--- src/rtl/pooling_input_interface.sv ---
// Pairs consecutive conv rows of each feature map into 2x2 pooling row-pairs.
// One top row is held per feature until its bottom row arrives.
module pooling_input_interface #(
    parameter int DATA_WIDTH        = 32,
    parameter int ROW_SIZE          = 6,
    parameter int TOTAL_FEATURE     = 6,
    parameter int FEATURE_IDX_WIDTH = 3,
    parameter int IN_ROWS           = 12,
    parameter int PAIR_IDX_WIDTH    = 3
) (
    input  logic                               clk,
    input  logic                               rst,
    input  logic                               clear,
    input  logic                               in_valid,
    output logic                               in_ready,
    input  logic [FEATURE_IDX_WIDTH-1:0]       in_feature_idx,
    input  logic [ROW_SIZE*DATA_WIDTH-1:0]     in_data,
    output logic                               out_valid,
    input  logic                               out_ready,
    output logic [FEATURE_IDX_WIDTH-1:0]       out_feature_idx,
    output logic [PAIR_IDX_WIDTH-1:0]          out_pair_idx,
    output logic [ROW_SIZE*DATA_WIDTH-1:0]     out_row_top,
    output logic [ROW_SIZE*DATA_WIDTH-1:0]     out_row_bot,
    output logic                               err_idx
);
    localparam int ROW_W = ROW_SIZE * DATA_WIDTH;
    localparam int PAIRS = IN_ROWS / 2;
    localparam logic [PAIR_IDX_WIDTH-1:0] LAST_PAIR = PAIR_IDX_WIDTH'(PAIRS - 1);

    logic [ROW_W-1:0]             slot_q [TOTAL_FEATURE];
    logic [TOTAL_FEATURE-1:0]     half_q;
    logic [PAIR_IDX_WIDTH-1:0]    cnt_q  [TOTAL_FEATURE];

    logic                         out_valid_q;
    logic [FEATURE_IDX_WIDTH-1:0] out_feat_q;
    logic [PAIR_IDX_WIDTH-1:0]    out_pair_q;
    logic [ROW_W-1:0]             out_top_q;
    logic [ROW_W-1:0]             out_bot_q;
    logic                         err_q;

    logic                         accept;
    logic                         in_range;
    logic                         complete;
    logic [TOTAL_FEATURE-1:0]     hit;
    logic [ROW_W-1:0]             sel_slot;
    logic [PAIR_IDX_WIDTH-1:0]    sel_cnt;

    assign in_ready = !clear && (!out_valid_q || out_ready);
    assign accept   = in_valid && in_ready;
    assign in_range = {1'b0, in_feature_idx}
                    < (FEATURE_IDX_WIDTH+1)'(TOTAL_FEATURE);

    // Out-of-range indices match no feature, so they never touch storage.
    always_comb begin
        hit      = '0;
        sel_slot = '0;
        sel_cnt  = '0;
        for (int f = 0; f < TOTAL_FEATURE; f++) begin
            if (in_feature_idx == FEATURE_IDX_WIDTH'(f)) begin
                hit[f]   = accept;
                sel_slot = slot_q[f];
                sel_cnt  = cnt_q[f];
            end
        end
    end

    assign complete = |(hit & half_q);

    always_ff @(posedge clk) begin
        for (int f = 0; f < TOTAL_FEATURE; f++) begin
            if (hit[f] && !half_q[f]) begin
                slot_q[f] <= in_data;
            end
        end
    end

    always_ff @(posedge clk or posedge rst) begin
        if (rst) begin
            half_q      <= '0;
            out_valid_q <= 1'b0;
            out_feat_q  <= '0;
            out_pair_q  <= '0;
            out_top_q   <= '0;
            out_bot_q   <= '0;
            err_q       <= 1'b0;
            for (int f = 0; f < TOTAL_FEATURE; f++) begin
                cnt_q[f] <= '0;
            end
        end else if (clear) begin
            half_q      <= '0;
            out_valid_q <= 1'b0;
            err_q       <= 1'b0;
            for (int f = 0; f < TOTAL_FEATURE; f++) begin
                cnt_q[f] <= '0;
            end
        end else begin
            if (accept && !in_range) begin
                err_q <= 1'b1;
            end
            for (int f = 0; f < TOTAL_FEATURE; f++) begin
                if (hit[f]) begin
                    half_q[f] <= !half_q[f];
                    if (half_q[f]) begin
                        cnt_q[f] <= (cnt_q[f] == LAST_PAIR) ? '0
                                  : cnt_q[f] + 1'b1;
                    end
                end
            end
            // A completing pair reloads even while the old one transfers.
            if (complete) begin
                out_valid_q <= 1'b1;
                out_feat_q  <= in_feature_idx;
                out_pair_q  <= sel_cnt;
                out_top_q   <= sel_slot;
                out_bot_q   <= in_data;
            end else if (out_ready) begin
                out_valid_q <= 1'b0;
            end
        end
    end

    assign out_valid       = out_valid_q;
    assign out_feature_idx = out_feat_q;
    assign out_pair_idx    = out_pair_q;
    assign out_row_top     = out_top_q;
    assign out_row_bot     = out_bot_q;
    assign err_idx         = err_q;

endmodule

--- config.mk ---
export PLATFORM = sky130hd
export DESIGN_NAME = pooling_input_interface
export DESIGN_NICKNAME = d
export VERILOG_FILES = /design/src/rtl/pooling_input_interface.sv
export SDC_FILE = /design/constraint.sdc
export NUM_CORES = 2
export LEC_CHECK = 0
export ABC_AREA = 0
export CORE_UTILIZATION = 55
export CTS_CLUSTER_SIZE = 25
export DETAILED_ROUTE_END_ITERATION = 8
export GPL_TIMING_DRIVEN = 0
export PLACE_DENSITY = 0.84
export SETUP_SLACK_MARGIN = 0.5
export SYNTH_ARGS = -nofsm -noshare
export SYNTH_HDL_FRONTEND = slang
export SYNTH_SLANG_ARGS = --single-unit
--- constraint.sdc ---
create_clock -name clk -period 30.7 [get_ports clk]
set_input_delay 4.605 -clock clk [delete_from_list [all_inputs] [get_ports clk]]
set_output_delay 4.605 -clock clk [all_outputs]
set_load 0.01 [all_outputs]
* Yosys cells after proc, flatten, opt, wreduce, memory -nomap -nowiden
Memory sizes are Yosys's and may differ from the RTL's.
Index checks and enable logic that the tools add are counted.
** Storage, ports and cells
- Flip-flop bits (word level) :: 416
- RAM bits :: 1152
- Input bits :: 200
- Output and inout bits :: 393
- Word-level logic and storage cells :: 162
- Memories :: 1
** Memories
- slot_q :: words 6, bits a word 192, rd ports 6, clocked after Yosys merged registers in 0, write ports 1, RTL line 30 : logic [ROW_W-1:0] slot_q [TOTAL_FEATURE];
** Cells by class
- Add/subtract/negate cells :: 6
- Magnitude comparators :: 1
- Equal/unequal tests :: 11
- Muxes and demuxes :: 76
- Bitwise operators :: 2
- Reduce and logical (&&, ||, !) cells :: 47
** Operators by type and width (number)
- two-way mux 192 bit :: 11
- OR reduction 192 bit :: 5
- two-way mux 3 bit :: 29
- two-way mux 1 bit :: 34
- nonzero test 2 bit :: 13
- equality test 3 bit (second input constant) :: 8
- adder 3 x 1 -> 3 bit (second input constant) :: 6
- two-way mux 18 bit :: 1
- AND reduction 2 bit :: 7
- logical AND 1 bit :: 9
- zero test 1 bit :: 9
- bitwise AND 6 bit :: 1
- equality test 3 x 2 -> 1 bit (second input constant) :: 2
- two-way mux 6 bit :: 1
- OR reduction 6 bit :: 1
- equality test 3 x 1 -> 1 bit (second input constant) :: 1
- zero test 3 bit :: 1
- less-than comparator 3 bit (second input constant) :: 1
- nonzero test 3 bit :: 1
- logical OR 1 bit :: 1
- inverter 1 bit :: 1

* Logic depth before layout (Yosys ltp)
- Depth after elaboration :: 14
- Gate-level depth with buffers :: 8
- Gate-level depth less buffers :: 4

* Least setup slack after synthesis
No wires, ideal clock.
- Path kind :: input port to flip-flop
- Start :: in in_feature_idx[0]
- End :: reg half_q[4]
- Library setup time :: 148 ps
- Data arrival time :: 24783 ps
- Data required time :: 30552 ps
- Slack :: 5770 ps
- Stages :: 6
- Buffers on the path :: 4
- Cell sequence :: buf_2 -> buf_4 -> buf_2 -> buf_2 -> nor4_1 -> o21a_1
** Between the ends
- Word-level cells in the longest chain between the ends :: 3
** RTL lines
- from (decl) :: RTL line 16 : input logic [FEATURE_IDX_WIDTH-1:0] in_feature_idx,
- equality test 3 bit :: RTL line 59 : if (in_feature_idx == FEATURE_IDX_WIDTH'(f)) begin
- two-way mux 1 bit :: RTL line 59
- nonzero test 2 bit (no source line)
- to (signal, indexed assignment) :: RTL line 102 : half_q[f] <= !half_q[f];
- to (decl) :: RTL line 31 : logic [TOTAL_FEATURE-1:0] half_q;
Every way passes these cells.
A chain may end at the register's enable or synchronous reset.

* Worst setup path after layout
- Start :: in clear
- End :: out in_ready
** Between the ends
- Word-level cells in the longest chain between the ends :: 2
** RTL lines
- from (decl) :: RTL line 13 : input logic clear,
- zero test 1 bit :: RTL line 48 : assign in_ready = !clear && (!out_valid_q || out_ready);
- logical AND 1 bit :: RTL line 48
- to (decl) :: RTL line 15 : output logic in_ready,
Every way passes these cells.

==> results.md <==
- Number of synthesized flops with an enable pin: 1152
- Max Root-Sink Buffers: 3
- Placer Congestion: 0.838
- Rel. slew slack: 19.3%
- First-pass GRT wire length: between 200 and 300 mm
- Finished Core Util: 68.6%
- Finished Layout Cells: 6791
- Initial Util: ~56%
- Ys async rst share: 26.5%
- Synth Area in Simple Gates: 3.88%
- Fraction of final layout cells sized beyond drive strength 1: a little over an eighth
- Avg Cell Area, Syn: 14.9 µm²
- Pwr Total: 4.88 mW
- Die footprint: 0.115 mm²
- Crit Path Max Fanout: 10
- Setup Fix Bufs, Post-CTS: 0
- Worst EP required: around 26 ns
- Commonest cells after routing, fill and taps aside: edfxtp_1, clkdlybuf4s50_1, inv_1
- Vias: 41.4k
- Syn_nets: about 4.4k
- Primary FF master, synth: edfxtp_1
- CTS resizes: 0
- Critical Path Sink: in_ready
- Final Setup Violations: 0
- CP arrival: 6.83 ns
- Max cap viols: 0
- CTS H-Tree Depth: 4
- Synthesis-to-layout area growth: 23.2%
- Pwr Density: 63.1 mW/mm²
- Fillers: 7163
- Insertion delay to the later sink of the worst-skew pair: 0.79 ns
- Total Wirelength: 182 mm
- Setup Skew: ~0.047 ns
- Yosys Warn Count: 0
- Row count: 123
- Fin crit period: 11.43 ns
- Fmax achieved: around 90 MHz
- # clock sinks: about 1.6k
- Final hold vios: 0
- Pre-CTS setup slack: around 19 ns
- Seq cells post-synth: 1568
- CTS tree: yes
- Cts hold-fix bufs: 0
- CP Launch Point: clear
- Slew @ Worst Pin: 1.21 ns
- Die Width: between 300 and 400 µm
- Worst-path clk slew: ~0.06 ns
- Root Buffer: clkbuf_16
- R2r worst-path depth: 10
- Register area share after synthesis: 71.7%
- FF-to-FF Start: out_valid
- Post-Synth XOR/XNOR Area: less than 1%
- Synth Area in Adders: 0%
- R2r endpoint: slot_q[2][75]
- GRT Total Usage: 31.2%
- Status: completed
- Number of primary I/O pins: 593
- Final WS setup: 19.27 ns
- Crit end category: output port
- Post-DP HPWL: 120 mm
- Largest family of logic cells by synthesized area: multiplexers
- Commonest non-fill, non-tap cell in the layout: edfxtp_1
- Fin nets: 5349
- Iter 0 DRT Violations: 5130
- DR pass1 iterations: 6
- Mux cell area share after synthesis: a little over a tenth
- Pin count of the biggest net entering global routing: 98
- Core Area: 0.113 mm²
- Post-Syn Area: 0.0628 mm²
- Post-Syn Instances: 4225
- Register Area: 0.0450 mm²
- Initial antenna violation count: 14
- Multi-input gate area: roughly 0.015 mm²
- Hold WC Path Type: flip-flop to flip-flop
- CTS Buf Count: 154
- Unique masters post-synth: 44
- RSZ-0062 raised after global routing: no
- Port Buffers: 591
- LEAKAGE: slightly below 30 nW
- Die height: 340 µm
- Register-to-register setup slack: 27.20 ns
- Remaining Overflow, GRT: 0
- CP Class: primary input to output port
- Compound-Gate Fraction of Synth Area: 8.91%
- CP startpoint kind: primary input
- Number of global-route vias before repair: 42.0k
- Placed Instances: 6493
- Slew Limit Fails: 0
- Drt wl/cell: 26.8 µm
- Routed Antenna Nets: 0
- Period utilization: 37.2%
- DR vias/cell: 6.10
- DRC: 0
- IR drop worst, VDD: 51.2 µV
-- flip-flops by register name (all words and copies together), names as in the netlist --
register         count
slot_q            1152
out_row_bot        192
out_row_top        192
cnt_q               18
half_q               6
out_feature_idx      3
out_pair_idx         3
err_idx              1
out_valid            1
-- metal layers --
| layer | GRT usage [%] | share of wire, % | vias up | wire (µm) |
|---|---|---|---|---|
| met5 | 0 | 0.024 | - | 44 |
| met4 | 14.3 | 4.5 | 8 | 8130 |
| met3 | 7.77 | 11 | 496 | 20700 |
| met2 | 49.6 | 47 | 2942 | 86000 |
| met1 | 40.5 | 37 | 20500 | 67000 |
| li1 | - | - | 17500 | - |
-- synth_stat cells (all sizes together) (3+ instances only) --
cell     count  area, µm²
nand2b       8       50.1
a22oi       79        593
a21boi       6       45.0
edfxtp    1152      34600
inv        474       1780
dfrtp      416      10400
buf        110        662
nor2       207        780
nor3         6       30.0
nor2b      123        769
nor4         8       68.8
clkbuf     171        642
nand3      117        586
o21ai      311       1560
a2bb2oi     79        692
mux2i      395       3950
nand4        8       50.1
a211oi     117        878
o21a         7       52.6
nand2       13       48.8
o221ai     195       1710
xor2         3       26.3
mux2       202       2650
-- how the worst min path moves through the flow --
stage,startpoint,end,slack [ns],cells past startpoint
2_1_floorplan,cnt_q[7],cnt_q[8],0.52,2
3_3_place_gp,err_idx,err_idx,0.47,1
3_5_place_dp,err_idx,err_idx,0.48,1
4_1_cts,err_idx,err_idx,0.49,1
5_1_grt,out_row_bot[56],out_row_bot[56],0.52,1
6_report,err_idx,err_idx,0.49,1
-- cell type report --
type | count | area share, %
sequential | 1568 | 58.2
multi-input combinational | 1901 | 19.0
timing repair buffer | 768 | 9.92
clock buffer | 223 | 5.64
tap | 1500 | 2.43
inverter | 475 | 2.32
buffer | 281 | 1.69
clock inverter | 64 | 0.764
antenna | 11 | 0.0356
-- metrics by stage --
| step | cell area (µm²) | TNS [ns] | hold slack, ns |
|---|---|---|---|
| 4_1_cts | 77300 | 0 | 0.493 |
| 5_1_grt | 77300 | 0 | 0.520 |
| 6_report | 77300 | 0 | 0.492 |
| 3_3_place_gp | 70600 | -7871.54 | 0.471 |
| 3_5_place_dp | 72400 | 0 | 0.480 |
| 2_1_floorplan | 62800 | 0 | 0.517 |
-- kinds of logic after synthesis --
logic type | after synthesis
buf+inv | 756
simple gates | 496
mux | 597
compound gates | 803
xor+xnor | 5
flops | 1568
-- worst max-delay path, stage by stage --
cell and delay, ns:
clkdlybuf4s50_1 0.56, buf_1 0.44, clkbuf_1 0.43, nor2_1 0.24, clkdlybuf4s50_1 0.54
-- report_power, final --
| part | internal, mW | leakage, nW | switching, mW | total, mW |
|---|---|---|---|---|
| Clock | 1.06 | 2.42 | 0.794 | 1.86 |
| Combinational | 0.278 | 12.1 | 0.300 | 0.578 |
| Sequential | 2.38 | 15.3 | 0.0623 | 2.45 |
| Total | 3.73 | 29.7 | 1.16 | 4.88 |
Note: power is estimated with default switching activity, not from simulation.
